--- src/rtl/muldiv_issuer.sv ---
// muldiv_issuer: EX-stage front end for the iterative 32-bit mult/div engine.
// It takes one RV32M op, holds the pipeline, and sends unsigned magnitudes to the engine.
// It then applies the sign fix-up and selects the result word. Divide-by-zero and
// signed overflow are answered directly, without starting the engine.
//
// Handshake semantics:
//   op_valid  - the op and its operands stay stable in EX while stall=1. An op is taken in
//               IDLE when op_valid && !kill.
//   md_valid  - a one-cycle start pulse in ISSUE. md_in_a/md_in_b/md_mode are held from
//               ISSUE until the op leaves WAIT.
//   md_ready  - a one-cycle result strobe from the engine. It is only looked at in WAIT
//               and DRAIN.
//   result_valid / timeout_err - one-cycle pulses. result is held between pulses.
module muldiv_issuer #(
    parameter int TIMEOUT = 64
) (
    input  logic        clk,
    input  logic        rst,
    input  logic        op_valid,
    input  logic [2:0]  op_funct,
    input  logic [31:0] op_a,
    input  logic [31:0] op_b,
    input  logic        kill,
    output logic        stall,
    output logic [31:0] result,
    output logic        result_valid,
    output logic        timeout_err,
    output logic        md_valid,
    output logic        md_mode,
    output logic [31:0] md_in_a,
    output logic [31:0] md_in_b,
    input  logic        md_ready,
    input  logic [63:0] md_out,
    output logic [2:0]  dbg_state
);

    localparam int CW = $clog2(TIMEOUT + 1);

    typedef enum logic [2:0] {
        S_IDLE  = 3'd0,
        S_ISSUE = 3'd1,
        S_WAIT  = 3'd2,
        S_DONE  = 3'd3,
        S_DRAIN = 3'd4
    } state_t;

    state_t        state_q, state_d;
    logic [2:0]    funct_q;
    logic          neg_a_q, neg_b_q;
    logic [CW-1:0] cnt_q;

    logic          accept, load_op, load_res, timeout_hit;
    logic          sgn_a, sgn_b, neg_a, neg_b, is_div, div_zero, div_ovf, special;
    logic [31:0]   mag_a, mag_b, special_res, fixed_res, quo_fix, rem_fix;
    logic [63:0]   prod_fix;

    assign dbg_state   = state_q;
    assign accept      = (state_q == S_IDLE) && op_valid && !kill;
    assign timeout_hit = (cnt_q == CW'(TIMEOUT));

    // Operand decode: signedness, magnitudes and the divide special cases
    always_comb begin
        is_div      = op_funct[2];
        sgn_a       = (op_funct == 3'd1) || (op_funct == 3'd2) ||
                      (op_funct == 3'd4) || (op_funct == 3'd6);
        sgn_b       = (op_funct == 3'd1) || (op_funct == 3'd4) || (op_funct == 3'd6);
        neg_a       = sgn_a && op_a[31];
        neg_b       = sgn_b && op_b[31];
        // 0x80000000 negates to itself, which is the correct unsigned magnitude.
        mag_a       = neg_a ? (32'd0 - op_a) : op_a;
        mag_b       = neg_b ? (32'd0 - op_b) : op_b;
        div_zero    = is_div && (op_b == 32'd0);
        div_ovf     = is_div && !op_funct[0] && (op_a == 32'h8000_0000) &&
                      (op_b == 32'hFFFF_FFFF);
        special     = div_zero || div_ovf;
        special_res = 32'd0;
        if (div_zero)
            special_res = op_funct[1] ? op_a : 32'hFFFF_FFFF;
        else
            special_res = op_funct[1] ? 32'd0 : 32'h8000_0000;
    end

    // Result fix-up from the engine output and the signs latched at accept
    always_comb begin
        prod_fix  = (neg_a_q ^ neg_b_q) ? (64'd0 - md_out) : md_out;
        quo_fix   = (neg_a_q ^ neg_b_q) ? (32'd0 - md_out[31:0]) : md_out[31:0];
        rem_fix   = neg_a_q ? (32'd0 - md_out[63:32]) : md_out[63:32];
        fixed_res = rem_fix;
        case (funct_q)
            3'd0:                fixed_res = md_out[31:0];
            3'd1, 3'd2, 3'd3:    fixed_res = prod_fix[63:32];
            3'd4, 3'd5:          fixed_res = quo_fix;
            default:             fixed_res = rem_fix;
        endcase
    end

    // Next-state and handshake outputs
    always_comb begin
        state_d      = state_q;
        stall        = 1'b0;
        md_valid     = 1'b0;
        result_valid = 1'b0;
        timeout_err  = 1'b0;
        load_op      = 1'b0;
        load_res     = 1'b0;
        case (state_q)
            S_IDLE: begin
                if (accept) begin
                    stall   = 1'b1;
                    load_op = 1'b1;
                    state_d = special ? S_DONE : S_ISSUE;
                end
            end
            S_ISSUE: begin
                stall = 1'b1;
                if (kill) begin
                    state_d = S_IDLE;
                end else begin
                    md_valid = 1'b1;
                    state_d  = S_WAIT;
                end
            end
            S_WAIT: begin
                stall = !kill;
                if (md_ready) begin
                    if (kill) begin
                        state_d = S_IDLE;
                    end else begin
                        load_res = 1'b1;
                        state_d  = S_DONE;
                    end
                end else if (timeout_hit) begin
                    timeout_err = 1'b1;
                    state_d     = S_IDLE;
                end else if (kill) begin
                    state_d = S_DRAIN;
                end
            end
            S_DONE: begin
                result_valid = 1'b1;
                state_d      = S_IDLE;
            end
            S_DRAIN: begin
                stall = op_valid;
                if (md_ready) begin
                    state_d = S_IDLE;
                end else if (timeout_hit) begin
                    timeout_err = 1'b1;
                    state_d     = S_IDLE;
                end
            end
            default: state_d = S_IDLE;
        endcase
    end

    // State register
    always_ff @(posedge clk) begin
        if (rst) state_q <= S_IDLE;
        else     state_q <= state_d;
    end

    // Timeout counter: cleared on entry to WAIT/DRAIN, counts while there
    always_ff @(posedge clk) begin
        if (rst)
            cnt_q <= '0;
        else if (((state_d == S_WAIT) || (state_d == S_DRAIN)) && (state_d != state_q))
            cnt_q <= '0;
        else if (((state_q == S_WAIT) || (state_q == S_DRAIN)) && !timeout_hit)
            cnt_q <= cnt_q + CW'(1);
    end

    // Op latch at accept; result register loaded by the special path or the engine
    always_ff @(posedge clk) begin
        if (rst) begin
            funct_q <= 3'd0;
            neg_a_q <= 1'b0;
            neg_b_q <= 1'b0;
            md_mode <= 1'b0;
            md_in_a <= 32'd0;
            md_in_b <= 32'd0;
            result  <= 32'd0;
        end else begin
            if (load_op) begin
                funct_q <= op_funct;
                neg_a_q <= neg_a;
                neg_b_q <= neg_b;
                md_mode <= is_div;
                md_in_a <= mag_a;
                md_in_b <= mag_b;
                if (special) result <= special_res;
            end
            if (load_res) result <= fixed_res;
        end
    end

endmodule

--- config.mk ---
export PLATFORM = sky130hd
export DESIGN_NAME = muldiv_issuer
export DESIGN_NICKNAME = d
export VERILOG_FILES = /design/src/rtl/muldiv_issuer.sv
export SDC_FILE = /design/constraint.sdc
export NUM_CORES = 1
export LEC_CHECK = 0
export CORE_ASPECT_RATIO = 1.5
export CORE_MARGIN = 3
export CORE_UTILIZATION = 35
export DETAILED_ROUTE_END_ITERATION = 16
export PLACE_DENSITY_LB_ADDON = 0.1
export SLEW_MARGIN = 25
export SYNTH_ARGS = -nofsm -noshare
export SYNTH_HDL_FRONTEND = slang
export SYNTH_SLANG_ARGS = --single-unit
--- constraint.sdc ---
create_clock -name clk -period 9.5 [get_ports clk]
set_clock_uncertainty 0.05 [all_clocks]
set_input_delay 1.9 -clock clk [delete_from_list [all_inputs] [get_ports clk]]
set_output_delay 1.9 -clock clk [all_outputs]
set_load 0.01 [all_outputs]
==> impl_metrics.csv, run 1 <==
group,metric,value,unit
die,core_area,25100,um2
yosys,netlist_area,8970,um2
worst_setup_path,critical_path_class,"input pin to output pin",
detailed_routing,ant_nets,0,
sta,worst_pin_slew,0.936,ns
grt,grt_util_all_layers,0.285,
detailed_routing,dr.pass1.iters,7,
worst_setup_path,critPathArrivalTime,3.59,ns
sta,hold_violations,0,
detailed_routing,drc,0,
die,start_util,0.357,
sta,fmax,181,MHz
layout,final_cell_mix,"clkdlybuf4s50_1, nor2_1, dfxtp_1",
die,fp.dieH,202,um
clock_tree,cts_setup_buffers,0,
yosys,async_flop_share,0,
worst_setup_path,path_max_fanout,9,
sta,fin_setup_tns,0,ns
sta,period_share,0.583,
worst_hold_path,hold_path_class,"flop to flop",
clock_tree,root_buffer,"clkbuf_16",
sta,rsz0062_at_grt,"false",
detailed_routing,wl_met2,20.2,mm
yosys,synthFlopType,"dfxtp_1",
layout,final_common_cell,"clkdlybuf4s50_1",
yosys,syn_inst,1254,
detailed_routing,vias,10531,
detailed_routing,wl_per_cell,23.0,um
detailed_routing,wl_met3,2.45,mm
layout,multi_input_area,6320,um2
detailed_routing,top_layer_used,"met4",
die,die_area,27600,um2
grt,grt_pass1_wl,60.6,mm
yosys,ys_seq_elements,111,
job,cap_violations,0,
power,vdd_drop_max,0.0000800,V
layout,insertedDiodeCount,0,
layout,fillers,2589,
clock_tree,cts-buffers-inserted,9,
yosys,synth_edf_count,0,
die,io_pins,240,
layout,drive_gt1_frac,0.0399,
yosys,synth-warning-count,0,
status,outcome,"complete, no violations",
sta,slew-limit-headroom,0.371,
yosys,syn_avg_cell_area,7.15,um2
detailed_routing,dr.first_iter.drc_count,931,
detailed_routing,wirelength_met1,15.6,mm
placement,gp_congestion,1.04,
clock_tree,cts_num_sinks,111,
die,die_w,137,um
sta,period_minus_slack,5.54,ns
placement,port_buffers,239,
worst_setup_path,cp-start-kind,"input pin",
clock_tree,h-tree-depth,3,
yosys,yosysTopAreaCell,"dfxtp_1",
worst_setup_path,worstSetupEndpointType,"output pin",
detailed_routing,viasPerCell,6.00,
die,placementRows,71,
detailed_routing,wl,40.4,mm
clock_tree,hold_buffers,0,
yosys,synthTopCellsByArea,"dfxtp_1, xnor2_1, nor2_1",
yosys,synthDistinctLibCells,69,
grt,antenna_found_initial,0,
grt,grt_pass1_vias,9957,
clock_tree,cts_tree,"yes",
worst_setup_path,required,7.55,ns
power,p_leak,3.84,nW
power,finalPower,1.29,mW
grt,grt_max_degree,94,
clock_tree,clkLatencyLatePin,0.36,ns
layout,synthToLayoutAreaGrowth,32.4,%
yosys,synth.yosys.seq_area_share,0.248,
clock_tree,cts_buffer_depth,2,
grt,grt-ovfl-total,0,
placement,post-dp-hpwl,31.8,mm
yosys,syn_nets,1397,
sta,setup_viol,0,
clock_tree,cts.repair.resized,0,
yosys,synth_top_area_share,0.248,
layout,layout.nets,1567,
power,p_per_area,109,nW/um2
clock_tree,cts.clk_slew.worst_paths,0.07,ns
layout,seqCellArea,2220,um2
sta,drv_slew,0,
==> final timing paths <==
kind                                    from          end  slack, ns  cells after the start
worst max-delay path                    kill        stall       3.96                      5
worst min register to register   md_in_b[29]  md_in_b[29]       0.41                      2
worst max register to register  dbg_state[2]   result[25]       5.95                      7
worst min-delay path             md_in_b[29]  md_in_b[29]       0.41                      2
==> cell type report <==
cell class,count,share of cell area
Clock buffer,12,0.0208
Clock inverter,3,0.00569
Inverter,26,0.00822
Multi-Input combinational cell,1021,0.532
Sequential cell,111,0.187
Tap cell,328,0.0346
Timing Repair Buffer,255,0.211
==> per-layer routing <==
metal,up-vias,global-route usage
met4,0,0.145
met5,-,0
met1,4909,0.338
li1,4991,-
met3,106,0.0296
met2,525,0.500
==> report_power, final <==
group / total [mW] / internal, mW / leakage [nW] / switching, mW
Sequential: 0.501 / 0.487 / 0.906 / 0.0142
Clock: 0.418 / 0.238 / 0.149 / 0.181
Combinational: 0.374 / 0.167 / 2.78 / 0.207
Total: 1.29 / 0.892 / 3.84 / 0.402
==> per-stage QoR <==
stage | hold WS, ns | setup slack (ns) | cell area (um2) | instances | utilization
final | 0.409 | 3.96 | 11900 | 1756 | 0.472
after global routing | 0.422 | 3.86 | 11900 | 1756 | 0.472
after CTS | 0.410 | 3.87 | 11900 | 1756 | 0.472
after detailed placement | 0.394 | 3.51 | 11600 | 1741 | 0.460
after global placement | 0.387 | 3.60 | 11600 | 1741 | 0.460
after floorplan | 0.403 | 4.91 | 8970 | 1254 | -
==> synthesized netlist by cell type (26+ instances only) <==
cell	instances
a211oi_1	60
a21oi_1	63
clkbuf_1	89
dfxtp_1	111
inv_1	26
nand2_1	101
nand3_1	39
nor2_1	164
nor3_1	56
nor4_1	28
o21ai_0	87
xnor2_1	79
xor2_1	41
==> state kept, by name (all words and copies together), names as in the netlist <==
register / flops
neg_b_q: 1
md_in_b: 32
funct_q: 2
md_in_a: 32
md_mode: 1
cnt_q: 7
result: 32
neg_a_q: 1
dbg_state: 3
==> cell families (layout without fill, tap and decap cells) <==
group                      count (synthesis)  in the layout  synth area share
and+or+nand+nor                          508            508             0.280
AOI/OAI and AO/OA                        376            376             0.283
buffers and inverters                    122            296            0.0513
xor gates and xnor gates                 120            120             0.117
DFF                                      111            111             0.248
muxes                                     10             10            0.0113
adders and majority gates                  7              7           0.00976
==> critical path, cell delays in order <==
cell and delay, ns:
clkdlybuf4s50_1 0.57, nor3_1 0.31, o21ai_0 0.13, o21ai_0 0.10, clkdlybuf4s50_1 0.57
Note: power is estimated with default switching activity, not from simulation.
==> run 2: changes to the inputs <==
==> constraint.sdc (replaced) <==
create_clock -name clk -period 5.1 [get_ports clk]
set_clock_uncertainty 0.05 [all_clocks]
set_input_delay 1.02 -clock clk [delete_from_list [all_inputs] [get_ports clk]]
set_output_delay 1.02 -clock clk [all_outputs]
set_load 0.01 [all_outputs]
==> impl_metrics.csv, run 2 (synthesized netlist as in run 1, its figures left out) <==
group,metric,value,unit
status,outcome,"complete, no violations",
layout,synthToLayoutAreaGrowth,34.3,%
clock_tree,root_buffer,"clkbuf_16",
die,placementRows,71,
layout,final_cell_mix,"clkdlybuf4s50_1, nor2_1, dfxtp_1",
detailed_routing,wl_per_cell,23.5,um
detailed_routing,drc,0,
sta,rsz0062_at_grt,"false",
detailed_routing,dr.first_iter.drc_count,811,
grt,grt_pass1_wl,62.7,mm
worst_hold_path,hold_path_class,"flop to flop",
layout,fillers,2631,
power,finalPower,2.31,mW
power,p_leak,3.97,nW
sta,period_share,0.873,
die,core_area,25100,um2
placement,gp_congestion,0.982,
clock_tree,cts_num_sinks,111,
worst_setup_path,required,5.26,ns
die,die_area,27600,um2
detailed_routing,wl,42.0,mm
grt,grt_pass1_vias,10275,
worst_setup_path,cp-start-kind,"input pin",
clock_tree,cts-buffers-inserted,9,
sta,fin_setup_tns,0,ns
clock_tree,cts_tree,"yes",
layout,multi_input_area,6310,um2
power,vdd_drop_max,0.000210,V
worst_setup_path,critPathArrivalTime,4.62,ns
grt,grt-ovfl-total,0,
worst_setup_path,worstSetupEndpointType,"flop",
sta,fmax,225,MHz
layout,final_common_cell,"clkdlybuf4s50_1",
worst_setup_path,cpPeakStageDelay,0.93,ns
die,fp.dieH,202,um
job,cap_violations,0,
detailed_routing,vias,10666,
clock_tree,h-tree-depth,3,
sta,slew-limit-headroom,0.274,
worst_setup_path,slowest_stage,"nor4_1",
grt,antenna_found_initial,0,
power,p_per_area,192,nW/um2
grt,grt_max_degree,84,
worst_setup_path,crit_family,"simple AND/OR/NAND/NOR gates",
placement,post-dp-hpwl,33.7,mm
sta,worst_pin_slew,1.08,ns
layout,layout.nets,1598,
detailed_routing,ant_nets,0,
die,io_pins,240,
clock_tree,cts_buffer_depth,2,
clock_tree,cts.clk_slew.worst_paths,0.08,ns
detailed_routing,dr.pass1.iters,5,
clock_tree,hold_buffers,0,
die,start_util,0.357,
clock_tree,cts_setup_buffers,0,
detailed_routing,viasPerCell,5.97,
layout,drive_gt1_frac,0.0596,
worst_setup_path,critical_path_class,"input pin to flop",
sta,setup_viol,0,
layout,top_regs,"md_in_a x32, md_in_b x32, result x32",
worst_setup_path,path_buf_inv,1,
sta,drv_slew,0,
die,die_w,137,um
grt,grt_util_all_layers,0.296,
sta,hold_violations,0,
layout,insertedDiodeCount,0,
layout,seqCellArea,2220,um2
sta,period_minus_slack,4.45,ns
clock_tree,cts.repair.resized,0,
worst_setup_path,path_cells,"clkdlybuf4s50_1 -> or4_1 -> nor4_1 -> nand3_1 -> o21ai_0 -> xnor2_1 -> a222oi_1 -> o22ai_1",
placement,port_buffers,239,
worst_setup_path,path_max_fanout,4,
clock_tree,clkLatencyLatePin,0.35,ns
==> run 2: changes by cell type in the layout (fill, tap and decap cells not counted), sizes merged <==
cell / delta
buf: +31
clkinv: +3
bufinv: -2
clkbuf: -1
==> run 2: cell type report <==
class	instances	share of cell area
multi-input cells	1021	0.524
repair buffers	286	0.228
flip-flops and latches	111	0.184
well taps	328	0.0341
clock buffers	11	0.0201
inverters	26	0.00810
clock inverters	4	0.00187
==> run 2: final timing paths <==
| check | start | endpoint | slack (ns) | cells past startpoint |
|---|---|---|---|---|
| worst min register to register | md_in_a[31] | md_in_a[31] | 0.42 | 2 |
| worst min-delay path | md_in_a[31] | md_in_a[31] | 0.42 | 2 |
| worst max register to register | md_mode | result[29] | 1.68 | 6 |
| worst max-delay path | md_out[26] | result[9] | 0.65 | 8 |
==> run 2: worst reg2reg max path, stage by stage, from the launching register on <==
cell and delay (ns):
dfxtp_1 0.84, inv_1 0.35, o21ai_1 0.65, nor2_1 0.40, a2111oi_0 0.51, a31oi_1 0.20, a2111o_1 0.31
==> run 2: through the flow <==
step | utilization | hold WS, ns | cells | instance area [um2] | setup slack (ns)
6_report | 0.479 | 0.419 | 1787 | 12000 | 0.647
5_1_grt | 0.479 | 0.446 | 1787 | 12000 | 0.631
4_1_cts | 0.479 | 0.418 | 1787 | 12000 | 0.820
3_5_place_dp | 0.469 | 0.402 | 1772 | 11800 | 0.451
3_3_place_gp | 0.469 | 0.396 | 1772 | 11800 | 0.344
2_1_floorplan | - | 0.403 | 1254 | 8970 | 1.39
==> run 2: routing by layer <==
metal	share of wire	wire, um	global-route usage
met5	0	0	0
met4	0.062	2580	0.157
met3	0.050	2120	0.0301
met2	0.51	21400	0.531
met1	0.38	15900	0.338
==> run 2: report_power, final <==
| group | leakage, nW | total, mW | switching (mW) | internal [mW] |
|---|---|---|---|---|
| combinational | 2.93 | 0.703 | 0.386 | 0.317 |
| sequential | 0.906 | 0.937 | 0.0298 | 0.908 |
| clock | 0.131 | 0.670 | 0.330 | 0.341 |
| total | 3.97 | 2.31 | 0.746 | 1.57 |
